<file path="config.mk">
export PLATFORM = sky130hd
export DESIGN_NAME = bin_to_gray_counter
export DESIGN_NICKNAME = d
export VERILOG_FILES = /design/src/rtl/bin_to_gray_counter.sv
export SDC_FILE = /design/constraint.sdc
export NUM_CORES = 1
export LEC_CHECK = 0
export BUFFER_PORTS_ARGS = -buffer_cell sky130_fd_sc_hd__clkbuf_2
export CAP_MARGIN = 20
export CORE_MARGIN = 4
export CORE_UTILIZATION = 35
export DETAILED_ROUTE_END_ITERATION = 10
export PLACE_DENSITY = 0.68
export SLEW_MARGIN = 40
export SYNTH_ARGS = -nofsm -noshare
export SYNTH_HDL_FRONTEND = slang
export SYNTH_SLANG_ARGS = --single-unit
</file>
<file path="constraint.sdc">
create_clock -name clk -period 2 [get_ports clk]
set_clock_uncertainty 0.1 [all_clocks]
set_input_delay 0.2 -clock clk [delete_from_list [all_inputs] [get_ports clk]]
set_output_delay 0.2 -clock clk [all_outputs]
set_load 0.005 [all_outputs]
</file>
<file path="src/rtl/bin_to_gray_counter.sv">
// Loadable up/down binary counter feeding a registered Gray-code output stage.
// Latency: controls sampled on edge k appear on gray_out/bin_out at edge k+1; no backpressure.
module bin_to_gray_counter #(
    parameter int WIDTH = 4
) (
    input  logic             clk,
    input  logic             rst,
    input  logic [WIDTH-1:0] bin_in,
    input  logic             load,
    input  logic             cnt_en,
    input  logic             up,
    output logic [WIDTH-1:0] gray_out,
    output logic [WIDTH-1:0] bin_out,
    output logic             out_valid,
    output logic             tc
);

    localparam logic [WIDTH-1:0] ALL_ONES = '1;
    localparam logic [WIDTH-1:0] ONE      = {{(WIDTH-1){1'b0}}, 1'b1};

    logic [WIDTH-1:0] cnt_q, cnt_d;
    logic             wrap_q, wrap_d;
    logic [WIDTH-1:0] gray_q, gray_d;
    logic [WIDTH-1:0] bin_q;
    logic             tc_q;
    logic             valid_q;

    // Load wins over a step; only a genuine roll-over (never a load) flags wrap.
    always_comb begin
        cnt_d  = cnt_q;
        wrap_d = 1'b0;
        if (load) begin
            cnt_d = bin_in;
        end else if (cnt_en) begin
            if (up) begin
                cnt_d  = cnt_q + ONE;
                wrap_d = (cnt_q == ALL_ONES);
            end else begin
                cnt_d  = cnt_q - ONE;
                wrap_d = (cnt_q == '0);
            end
        end
    end

    assign gray_d = cnt_q ^ (cnt_q >> 1);

    always_ff @(posedge clk or posedge rst) begin
        if (rst) begin
            cnt_q   <= '0;
            wrap_q  <= 1'b0;
            gray_q  <= '0;
            bin_q   <= '0;
            tc_q    <= 1'b0;
            valid_q <= 1'b0;
        end else begin
            cnt_q   <= cnt_d;
            wrap_q  <= wrap_d;
            gray_q  <= gray_d;
            bin_q   <= cnt_q;
            tc_q    <= wrap_q;
            valid_q <= 1'b1;
        end
    end

    assign gray_out  = gray_q;
    assign bin_out   = bin_q;
    assign tc        = tc_q;
    assign out_valid = valid_q;

endmodule

</file>
* After elaboration in Yosys (flattened, before gate mapping)
Cells that the tools add are included.
Cells by class: eq/ne operators 1, $add $sub $neg 2, bitwise gates (word level) 1, reduce and logical (&&, ||, !) cells 2, mux-type cells 6
Operator list (number):
- $mux W4 | 3
- $add A4 B1 Y4 const B | 1
- $eq A4 B4 Y1 const B | 1
- $logic_not A4 Y1 | 1
- $sub A4 B1 Y4 const B | 1
- $xor A4 B3 Y4 | 1
- $mux W1 | 3
- $reduce_bool A2 Y1 | 1
Storage, ports and cells: output and inout port bits 10, bits in registers 15, word-level logic and storage cells 18

* Depth between registers and ports, before layout
Gate-level depths: netlist of the first run.
word-level depth 4, mapped depth 5, depth with buffers taken out 5

* Worst setup path after synthesis of the first run
No wires, ideal clock.
path kind register to register, from reg cnt_q[0], to reg cnt_q[2], path slack 0.622 ns, cell stages (with the launch flop) 5, path buffers 0, arrival 1.157 ns, cells stage by stage dfrtp_1 > fa_1 > xor2_1 > mux2i_1 > o21ai_1
On the way: cells in the longest elaborated chain, start to end 4, elaborated cells between the ends (all ways) 5, those cells by class 2 x add/sub; 3 x mux
RTL lines:
- start: declaration | RTL line 21 | logic [WIDTH-1:0] cnt_q, cnt_d;
- start signal: assignment | RTL line 56 | cnt_q <= cnt_d;
- $sub A4 B1 Y4 / $add A4 B1 Y4 (equally long branches) | RTL line 39, 36
- $mux W4 * | RTL line 35 | if (up) begin
- $mux W4 * | RTL line 34 | end else if (cnt_en) begin
- $mux W4 * | RTL line 32 | if (load) begin
Mark *: on every way between the ends. The rest lies on a longest branch, timed or not. The select of a mux whose other input is x is not followed. A chain may end at the register's enable or synchronous reset.

* Worst setup path in the final report of the first run
Same ends and word-level chain as after synthesis.

==> reports/qor.csv, run 1 <==
stage,metric,value,unit
global_routing,gr usage total,9.305,%
clock_network,clk buf depth,2,
cells_and_area,post-layout util,45.33,%
synthesis,Synth Area per Inst,11.94,µm²
synthesis,post-synthesis register bit count,14,
power,Clk network pwr share,21.8,%
setup_path,crit end category,flip-flop,
cells_and_area,Multi-input gate area,281.5,µm²
global_routing,largest net degree at the start of global routing,15,
sta,setup TNS,0,ps
setup_path,crit path DAT,1530,ps
sta,Max Fclk,678.7,MHz
sta,RSZ-0062 raised after global routing,no,
placement,Port Buffers,18,
floorplan,Starting Density,38.18,%
sta,Final Cycle Share,73.67,%
cells_and_area,Layout Nets,94,
floorplan,Rows,15,
setup_path,worst reg2reg path depth,4,
global_routing,vias in the first global route,403,
clock_network,CTS Sinks,14,
cells_and_area,FILL cells,177,
synthesis,Ys Warns,0,
placement,Detailed Place HPWL,766.1,µm
cells_and_area,Syn-to-layout area delta,18.75,%
setup_path,critical path launch point,cnt_q[0],
routing,vias per cell,4.327,
sta,Tmin final,1473,ps
clock_network,post-CTS sizing,0,
clock_network,setup bufs post-CTS,0,
clock_network,CTS buffer count,3,
global_routing,first-pass GRT wire length,1766,µm
power,Net Sw Frac,27.34,%
power,cell leakage power,0.4247,nW
clock_network,H-Tree Depth,1,
floorplan,I/O pins,19,
setup_path,Worst R2R Setup Slack,530,ps
synthesis,Cells after Synth,57,
setup_path,Reg2Reg Capture Point,cnt_q[2],
sta,"Hold Vio Cnt, Final",0,
routing,vias,437,
setup_path,Worst EP required,2050,ps
power,Power Density,812.7,nW/µm²
floorplan,die area,2714,µm²
placement,GPL Wtd Cong,0.7293,
power,Logic pwr share,22.6,%
setup_path,RR Startpoint,cnt_q[0],
sta,max-slew violation count,0,
setup_path,startpoint types,flip-flop,
synthesis,Post-Syn Area,680.7,µm²
floorplan,Core ar.,1783,µm²
power,sequential share of power,55.6,%
routing,DRT Pass-1 Iters,3,
run,Max Cap Viol,0,
power,Int Power,0.0004773,W
power,VDD IR max,0.2542,mV
clock_network,Clock Latency Late Sink,260,ps
global_routing,initial antenna violation count,0,
run_status,status,"complete, no violations",
setup_path,Crit Path Max Fanout,6,
synthesis,synth unique cells,20,
cells_and_area,# diodes,0,
clock_network,"Clk pin slew, worst setup/hold paths",70,ps
floorplan,Die W,52.10,µm
sta,final setup vio count,0,
global_routing,gr ovfl total,0,
routing,post-route ant nets,0,
routing,Remaining DRCs,0,
setup_path,CP Capture Point,cnt_q[2],
routing,DRT iter0 DRCs,3,
clock_network,Root Driver,clkbuf_4,
setup_path,Crit Path Category,flip-flop to flip-flop,
placement,placed cell areas,775.7,µm²
worst_hold_path,HP Class,input port to flip-flop,
synthesis,syn_nets,73,
floorplan,die height,52.10,µm
synthesis,register area share after synthesis,51.47,%
cells_and_area,Seq. cell area,350.3,µm²
routing,per-cell routed wire length,9.960,µm
clock_network,TritonCTS clock tree,yes,
routing,drt total wl,1006,µm
cells_and_area,layout cells sized above 1,28.95,%
cells_and_area,Final Cell Area,808.3,µm²
power,Sw Pwr,0.0001796,W
## per-layer routing
metal | track usage, % | routed length [µm] | vias to the layer above
met5 | 0 | 0 | -
met4 | 9.170 | 21 | 0
met3 | 1.719 | 55 | 2
met2 | 13.81 | 473 | 14
met1 | 10.95 | 456 | 195
li1 | - | - | 226
## cell usage after synthesis
master     count  share of area, %
dfrtp_1       14                51
o21ai_1        4               2.9
and4bb_1       1               1.8
and3b_1        2               2.6
nor3b_1        2               2.2
o2bb2ai_1      1               1.3
buf_6          1               1.7
xnor2_1        1               1.3
ha_1           6                11
xor2_1         2               2.6
nand2_1        4               2.2
inv_1          6               3.3
a21oi_1        2               1.5
buf_4          2               2.2
o211ai_1       1               1.1
conb_1         1              0.55
fa_1           1               2.9
mux2i_1        2               2.9
nand3_1        3               2.2
nor4b_2        1               2.2
## power by group through the flow
stage	Combinational, W	Clock [W]	Sequential (W)
final	0.000149	0.000143	0.000365
after global routing	0.000174	0.000175	0.000372
after CTS	0.000151	0.000154	0.000366
after detailed placement	0.000149	0	0.000372
after global placement	0.000147	0	0.000370
after floorplan	0.0000906	0	0.000370
## cell families after synthesis
logic type                 Yosys count  synth area share, %
DFF                                 14                51.47
and+or+nand+nor                     13                13.23
buffers and inverters                9                7.168
AOI/OAI and AO/OA                    8                6.802
adders and majority gates            7                13.97
xor gates and xnor gates             3                3.861
muxes                                2                2.941
other                                1               0.5509
## placed cells by master, fill, tap and decap left out, types with 2 or more instances in the layout
cell type / instances
o21ai_1: 4
a21oi_1: 2
ha_1: 6
clkbuf_2: 18
clkbuf_4: 3
nand3_1: 3
inv_1: 6
and3b_1: 2
nand2_1: 4
xor2_1: 2
dfrtp_1: 14
nor3b_1: 2
mux2i_1: 2
## how the worst min path moves through the flow
stage                          from         end  cells past startpoint
after CTS                 bin_in[2]    cnt_q[2]                      3
after floorplan                 rst  bin_out[0]                      1
after global placement          rst          tc                      2
after detailed placement        rst          tc                      2
final                     bin_in[2]    cnt_q[2]                      3
after global routing      bin_in[2]    cnt_q[2]                      3
## stage by stage
stage	worst slack, ps	power [W]	hold slack, ps	cells
finish	526.6	0.0006569	37.37	101
global route	415.9	0.0007204	26.01	101
CTS	512.3	0.0006714	27.43	101
detailed placement	508.7	0.0005206	129.8	97
global placement	559.5	0.0005175	126.9	97
floorplan	621.7	0.0004607	-10.78	57
## final cells by class
class | count | share of cell area (%)
Inverter | 6 | 2.786
Multi-Input combinational cell | 34 | 34.83
Tap cell | 25 | 3.870
Sequential cell | 14 | 43.34
Clock buffer | 3 | 2.786
Timing Repair Buffer | 19 | 12.38
## sequential cells by signal, summed over array words and instances (netlist names)
name,flops
wrap_q,1
out_valid,1
tc,1
bin_out,4
gray_out,3
cnt_q,4
## worst max-delay path: stages (launching register included)
cell and delay, ps:
dfrtp_1 470, fa_1 430, xor2_1 150, mux2i_1 140, o21ai_1 70
## what timing repair did
| action | CTS | global route |
|---|---|---|
| hold endpoints to repair | 14 | 0 |
| setup endpoints to repair | 0 | 0 |
| hold buffers | 1 | 0 |
(Power assumes the default switching activity.)
==> run 2: changes to the inputs <==
clock period = 1.5 ns   (was 2 ns; I/O delays follow)
==> reports/qor.csv, run 2 (synthesis results as in run 1) <==
stage,metric,value,unit,change
clock_network,TritonCTS clock tree,yes,,unchanged
sta,"Hold Vio Cnt, Final",0,,unchanged
power,Power Density,1118,nW/µm²,was 812.7 nW/µm²
floorplan,I/O pins,19,,unchanged
clock_network,CTS buffer count,3,,unchanged
setup_path,Reg2Reg Capture Point,cnt_q[2],,unchanged
floorplan,Starting Density,38.18,%,unchanged
routing,DRT iter0 DRCs,4,,was 3
sta,max-slew violation count,0,,unchanged
clock_network,Clock Latency Late Sink,280,ps,was 260 ps
setup_path,Worst R2R Setup Slack,120,ps,was 530 ps
worst_hold_path,HP Class,input port to flip-flop,,unchanged
worst_hold_path,worst hold path startpoint,bin_in[3],,was bin_in[2]
global_routing,initial antenna violation count,0,,unchanged
setup_path,Crit Path Max Fanout,2,,was 6
cells_and_area,Layout Nets,101,,was 94
sta,setup TNS,0,ps,unchanged
sta,Tmin final,1383,ps,was 1473 ps
cells_and_area,layout cells sized above 1,32.14,%,was 28.95%
worst_hold_path,Hold Path Depth,3,,unchanged
clock_network,clk buf depth,2,,unchanged
setup_path,crit end category,flip-flop,,unchanged
floorplan,Rows,15,,unchanged
global_routing,gr usage total,10.70,%,was 9.305%
routing,per-cell routed wire length,11.47,µm,was 9.960 µm
cells_and_area,Syn-to-layout area delta,29.60,%,was 18.75%
floorplan,die area,2714,µm²,unchanged
clock_network,setup bufs post-CTS,0,,unchanged
cells_and_area,"commonest non-fill, non-tap cell in the layout",clkbuf_2,,unchanged
cells_and_area,fin cells,109,,was 101
setup_path,Crit Path Category,flip-flop to flip-flop,,unchanged
cells_and_area,# diodes,0,,unchanged
routing,drt total wl,1250,µm,was 1006 µm
placement,Detailed Place HPWL,915,µm,was 766.1 µm
power,VDD IR max,0.4502,mV,was 0.2542 mV
global_routing,vias in the first global route,475,,was 403
clock_network,CTS Hold Bufs,4,,was 1
run_status,status,"complete, no violations",,unchanged
routing,Remaining DRCs,0,,unchanged
power,cell leakage power,0.4639,nW,was 0.4247 nW
worst_hold_path,WHS Endpoint,cnt_q[3],,was cnt_q[2]
global_routing,first-pass GRT wire length,2090,µm,was 1766 µm
sta,RSZ-0062 raised after global routing,no,,unchanged
routing,vias,472,,was 437
setup_path,startpoint types,flip-flop,,unchanged
sta,Max Fclk,723.0,MHz,was 678.7 MHz
setup_path,crit path DAT,1450,ps,was 1530 ps
run,Max Cap Viol,0,,unchanged
placement,GPL Wtd Cong,0.7086,,was 0.7293
sta,max_slew headroom,65.68,%,
global_routing,gr ovfl total,0,,unchanged
routing,vias per cell,4.330,,was 4.327
floorplan,Die W,52.10,µm,unchanged
setup_path,Worst EP required,1560,ps,was 2050 ps
setup_path,worst reg2reg path depth,4,,unchanged
placement,number of cells after detailed placement,101,,was 97
floorplan,die height,52.10,µm,unchanged
routing,DRT Pass-1 Iters,4,,was 3
routing,post-route ant nets,0,,unchanged
setup_path,RR Startpoint,cnt_q[0],,unchanged
global_routing,largest net degree at the start of global routing,15,,unchanged
clock_network,CTS Sinks,14,,unchanged
cells_and_area,most frequent cells in the layout,"clkbuf_2 (18), dfrtp_1 (14), inv_1 (6), ha_1 (6)",,unchanged
placement,Port Buffers,18,,unchanged
floorplan,Core ar.,1783,µm²,unchanged
sta,Final Cycle Share,92.21,%,was 73.67%
clock_network,"Clk pin slew, worst setup/hold paths",90,ps,was 70 ps
sta,final setup vio count,0,,unchanged
sta,worst-margin pin slew,514.2,ps,
clock_network,H-Tree Depth,1,,unchanged
clock_network,post-CTS sizing,0,,unchanged
clock_network,Root Driver,clkbuf_4,,unchanged
## run 2: worst max path at each step
stage                           to     start  slack, ps
after floorplan           cnt_q[2]  cnt_q[0]        120
after global placement    cnt_q[2]  cnt_q[0]        130
after detailed placement  cnt_q[2]  cnt_q[0]        110
after CTS                 cnt_q[2]  cnt_q[0]        100
after global routing      cnt_q[2]  cnt_q[0]         30
final                     cnt_q[2]  cnt_q[0]        120
## run 2: layout make-up
class / instances / area [µm²]
well taps: 25 / 31.28
clock buffers: 4 / 36.28
repair buffers: 26 / 160.2
inverters: 6 / 22.52
multi-input cells: 34 / 281.5
flip-flops and latches: 14 / 350.3
fillers: 176 / 900.9
## run 2: stage by stage
| stage | hold slack, ps | power (W) | instance area, µm² | util (%) | worst slack [ps] |
|---|---|---|---|---|---|
| 2_1_floorplan | -60.78 | 0.0006143 | 680.7 | - | 121.7 |
| 3_5_place_dp | 98.78 | 0.0007216 | 805.8 | 45.19 | 109.3 |
| 3_3_place_gp | 80.24 | 0.0007090 | 805.8 | 45.19 | 130.9 |
| 4_1_cts | 17.33 | 0.0009999 | 882.1 | 49.47 | 102.9 |
| 5_1_grt | 11.74 | 0.001057 | 882.1 | 49.47 | 25.21 |
| 6_report | 18.69 | 0.0009861 | 882.1 | 49.47 | 116.8 |
## run 2: worst max-delay path, cell delays in order, from the launching register on
cell	delay, ps
dfrtp_1	400
fa_1	410
xor2_1	160
mux2i_1	130
o21ai_1	70
## run 2: where the power goes
| part | leakage (nW) | internal (W) | switching (W) | total (W) |
|---|---|---|---|---|
| Clock | 0.0210 | 0.000147 | 0.000122 | 0.000270 |
| Combinational | 0.272 | 0.000126 | 0.000120 | 0.000246 |
| Sequential | 0.171 | 0.000440 | 0.0000314 | 0.000471 |
| Total | 0.464 | 0.000713 | 0.000273 | 0.000986 |
## run 2: per-layer routing
layer	vias up	share of wire, %	global-route usage [%]
met5	-	0	0
met4	0	2.2	7.860
met3	2	4.3	0.8596
met2	16	48	17.99
met1	213	45	12.59
li1	241	-	-
==> run 3: changes to the inputs <==
RECOVER_POWER = 100   (was default)
==> reports/qor.csv, run 3 (synthesis results as in run 1) <==
stage,metric,value,unit,change
routing,Remaining DRCs,0,,unchanged
clock_network,H-Tree Depth,1,,unchanged
global_routing,vias in the first global route,475,,unchanged
setup_path,"slowest stage cell, crit path",dfrtp_1,,was fa_1
setup_path,Crit Path Max Fanout,5,,was 2
placement,Detailed Place HPWL,915,µm,unchanged
global_routing,met1 usage in global routing,12.59,%,unchanged
global_routing,first-pass GRT wire length,2090,µm,unchanged
cells_and_area,"commonest non-fill, non-tap cell in the layout",clkbuf_2,,unchanged
clock_network,post-CTS sizing,0,,unchanged
setup_path,CP Buf/Inv Count,1,,was 0
placement,placed cell areas,805.8,µm²,unchanged
sta,max_slew headroom,65.67,%,was 65.68%
worst_hold_path,HP Class,input port to flip-flop,,unchanged
run_status,status,"complete, no violations",,unchanged
power,Power Total,0.0009730,W,was 0.0009861 W
sta,Max Fclk,722.4,MHz,was 723.0 MHz
setup_path,CP peak stage delay,410,ps,about the same
power,sequential share of power,48.4,%,was 47.8%
clock_network,"Clk pin slew, worst setup/hold paths",90,ps,about the same
cells_and_area,Layout Nets,101,,unchanged
setup_path,crit path DAT,1450,ps,about the same
routing,DRT Pass-1 Iters,4,,unchanged
routing,vias per cell,4.376,,was 4.330
clock_network,TritonCTS clock tree,yes,,unchanged
setup_path,startpoint types,flip-flop,,unchanged
clock_network,Clock Latency Late Sink,280,ps,about the same
global_routing,gr ovfl total,0,,unchanged
power,Power Density,1121,nW/µm²,was 1118 nW/µm²
global_routing,initial antenna violation count,0,,unchanged
floorplan,Die W,52.10,µm,unchanged
setup_path,Crit Path Category,flip-flop to flip-flop,,unchanged
global_routing,gr usage total,10.70,%,unchanged
sta,max-slew violation count,0,,unchanged
cells_and_area,# diodes,0,,unchanged
clock_network,CTS Sinks,14,,unchanged
floorplan,die height,52.10,µm,unchanged
clock_network,CTS buffer count,3,,unchanged
cells_and_area,Final Cell Area,868.3,µm²,was 882.1 µm²
floorplan,die area,2714,µm²,unchanged
routing,post-route ant nets,0,,unchanged
sta,worst-margin pin slew,514.4,ps,was 514.2 ps
cells_and_area,Syn-to-layout area delta,27.57,%,was 29.60%
clock_network,clk buf depth,2,,unchanged
power,cell leakage power,0.4467,nW,was 0.4639 nW
setup_path,"delay-heaviest family, CP",flip-flops,,was adder cells
setup_path,Worst EP required,1560,ps,about the same
global_routing,met2 Use GR,17.99,%,unchanged
power,Int Power,0.0007006,W,was 0.0007130 W
sta,"Hold Vio Cnt, Final",0,,unchanged
power,Logic pwr share,23.9,%,was 24.9%
placement,Port Buffers,18,,unchanged
routing,per-cell routed wire length,11.45,µm,was 11.47 µm
sta,worst setup margin,115.7,ps,was 116.8 ps
global_routing,M3 GR Usage,0.8596,%,unchanged
sta,RSZ-0062 raised after global routing,no,,unchanged
sta,Final Cycle Share,92.29,%,was 92.21%
global_routing,largest net degree at the start of global routing,15,,unchanged
sta,Tmin final,1384,ps,was 1383 ps
routing,drt total wl,1248,µm,was 1250 µm
sta,final setup vio count,0,,unchanged
power,Clk network pwr share,27.7,%,was 27.3%
routing,vias,477,,was 472
setup_path,crit end category,flip-flop,,unchanged
power,Sw Pwr,0.0002723,W,was 0.0002732 W
placement,Place WS,109.3,ps,unchanged
global_routing,Most Crowded Layer GR,met2,,unchanged
power,Net Sw Frac,27.99,%,was 27.70%
cells_and_area,most frequent cells in the layout,"clkbuf_2 (16), dfrtp_1 (14), inv_1 (6), ha_1 (6), clkbuf_1 (5)",,"was clkbuf_2 (18), dfrtp_1 (14), inv_1 (6), ha_1 (6)"
cells_and_area,layout cells sized above 1,26.19,%,was 32.14%
placement,GPL Wtd Cong,0.7086,,unchanged
floorplan,I/O pins,19,,unchanged
setup_path,crit-path cells,clkbuf_1 -> ha_1 -> a21oi_1 -> o2bb2ai_1 -> nand3_1,,was fa_1 -> xor2_1 -> mux2i_1 -> o21ai_1
floorplan,Starting Density,38.18,%,unchanged
floorplan,Rows,15,,unchanged
sta,setup TNS,0,ps,unchanged
run,Max Cap Viol,0,,unchanged
floorplan,Core ar.,1783,µm²,unchanged
routing,DRT iter0 DRCs,4,,unchanged
power,VDD IR max,0.4457,mV,was 0.4502 mV
clock_network,Root Driver,clkbuf_4,,unchanged
run 3: power groups by stage:
stage          Sequential (W)  Combinational (W)  Clock [W]
2_1_floorplan        0.000494           0.000121          0
3_3_place_gp         0.000477           0.000232          0
3_5_place_dp         0.000480           0.000242          0
4_1_cts              0.000472           0.000251   0.000276
5_1_grt              0.000479           0.000268   0.000296
6_report             0.000471           0.000233   0.000269
run 3: final timing paths:
check,start,endpoint,slack [ps],depth (start not counted)
hold / removal,bin_in[3],cnt_q[3],20,3
max in group asynchronous,rst,cnt_q[1],630,3
min in group asynchronous,rst,tc,320,3
setup reg to reg,cnt_q[1],cnt_q[3],120,5
setup / recovery,cnt_q[1],cnt_q[3],120,5
hold reg to reg,wrap_q,tc,250,0
run 3: tightest hold or removal path, cell delays in order:
cell      delay (ps)
clkbuf_2          80
a21oi_1           60
nand3_1           80
run 3: per-layer routing:
layer,vias to the layer above,wire length (µm)
li1,242,-
met1,213,554
met2,20,608
met3,2,57
met4,0,27
met5,-,0
run 3: stage by stage:
step | util [%] | hold slack [ps] | std cells
2_1_floorplan | - | -60.78 | 57
3_3_place_gp | 45.19 | 80.24 | 101
3_5_place_dp | 45.19 | 98.78 | 101
4_1_cts | 49.47 | 17.33 | 109
5_1_grt | 48.70 | 11.74 | 109
6_report | 48.70 | 19.00 | 109
run 3: timing repair:
action | 4_1_cts | 5_1_grt
hold buffers | 4 | 0
buffers inserted | 0 | 0
setup endpoints to repair | 0 | 0
hold endpoints to repair | 17 | 0
run 3: layout make-up:
cell class,instances,area (µm²)
Timing Repair Buffer,26,146.4
Inverter,6,22.52
Fill cell,183,914.6
Tap cell,25,31.28
Sequential cell,14,350.3
Clock buffer,4,36.28
Multi-Input combinational cell,34,281.5
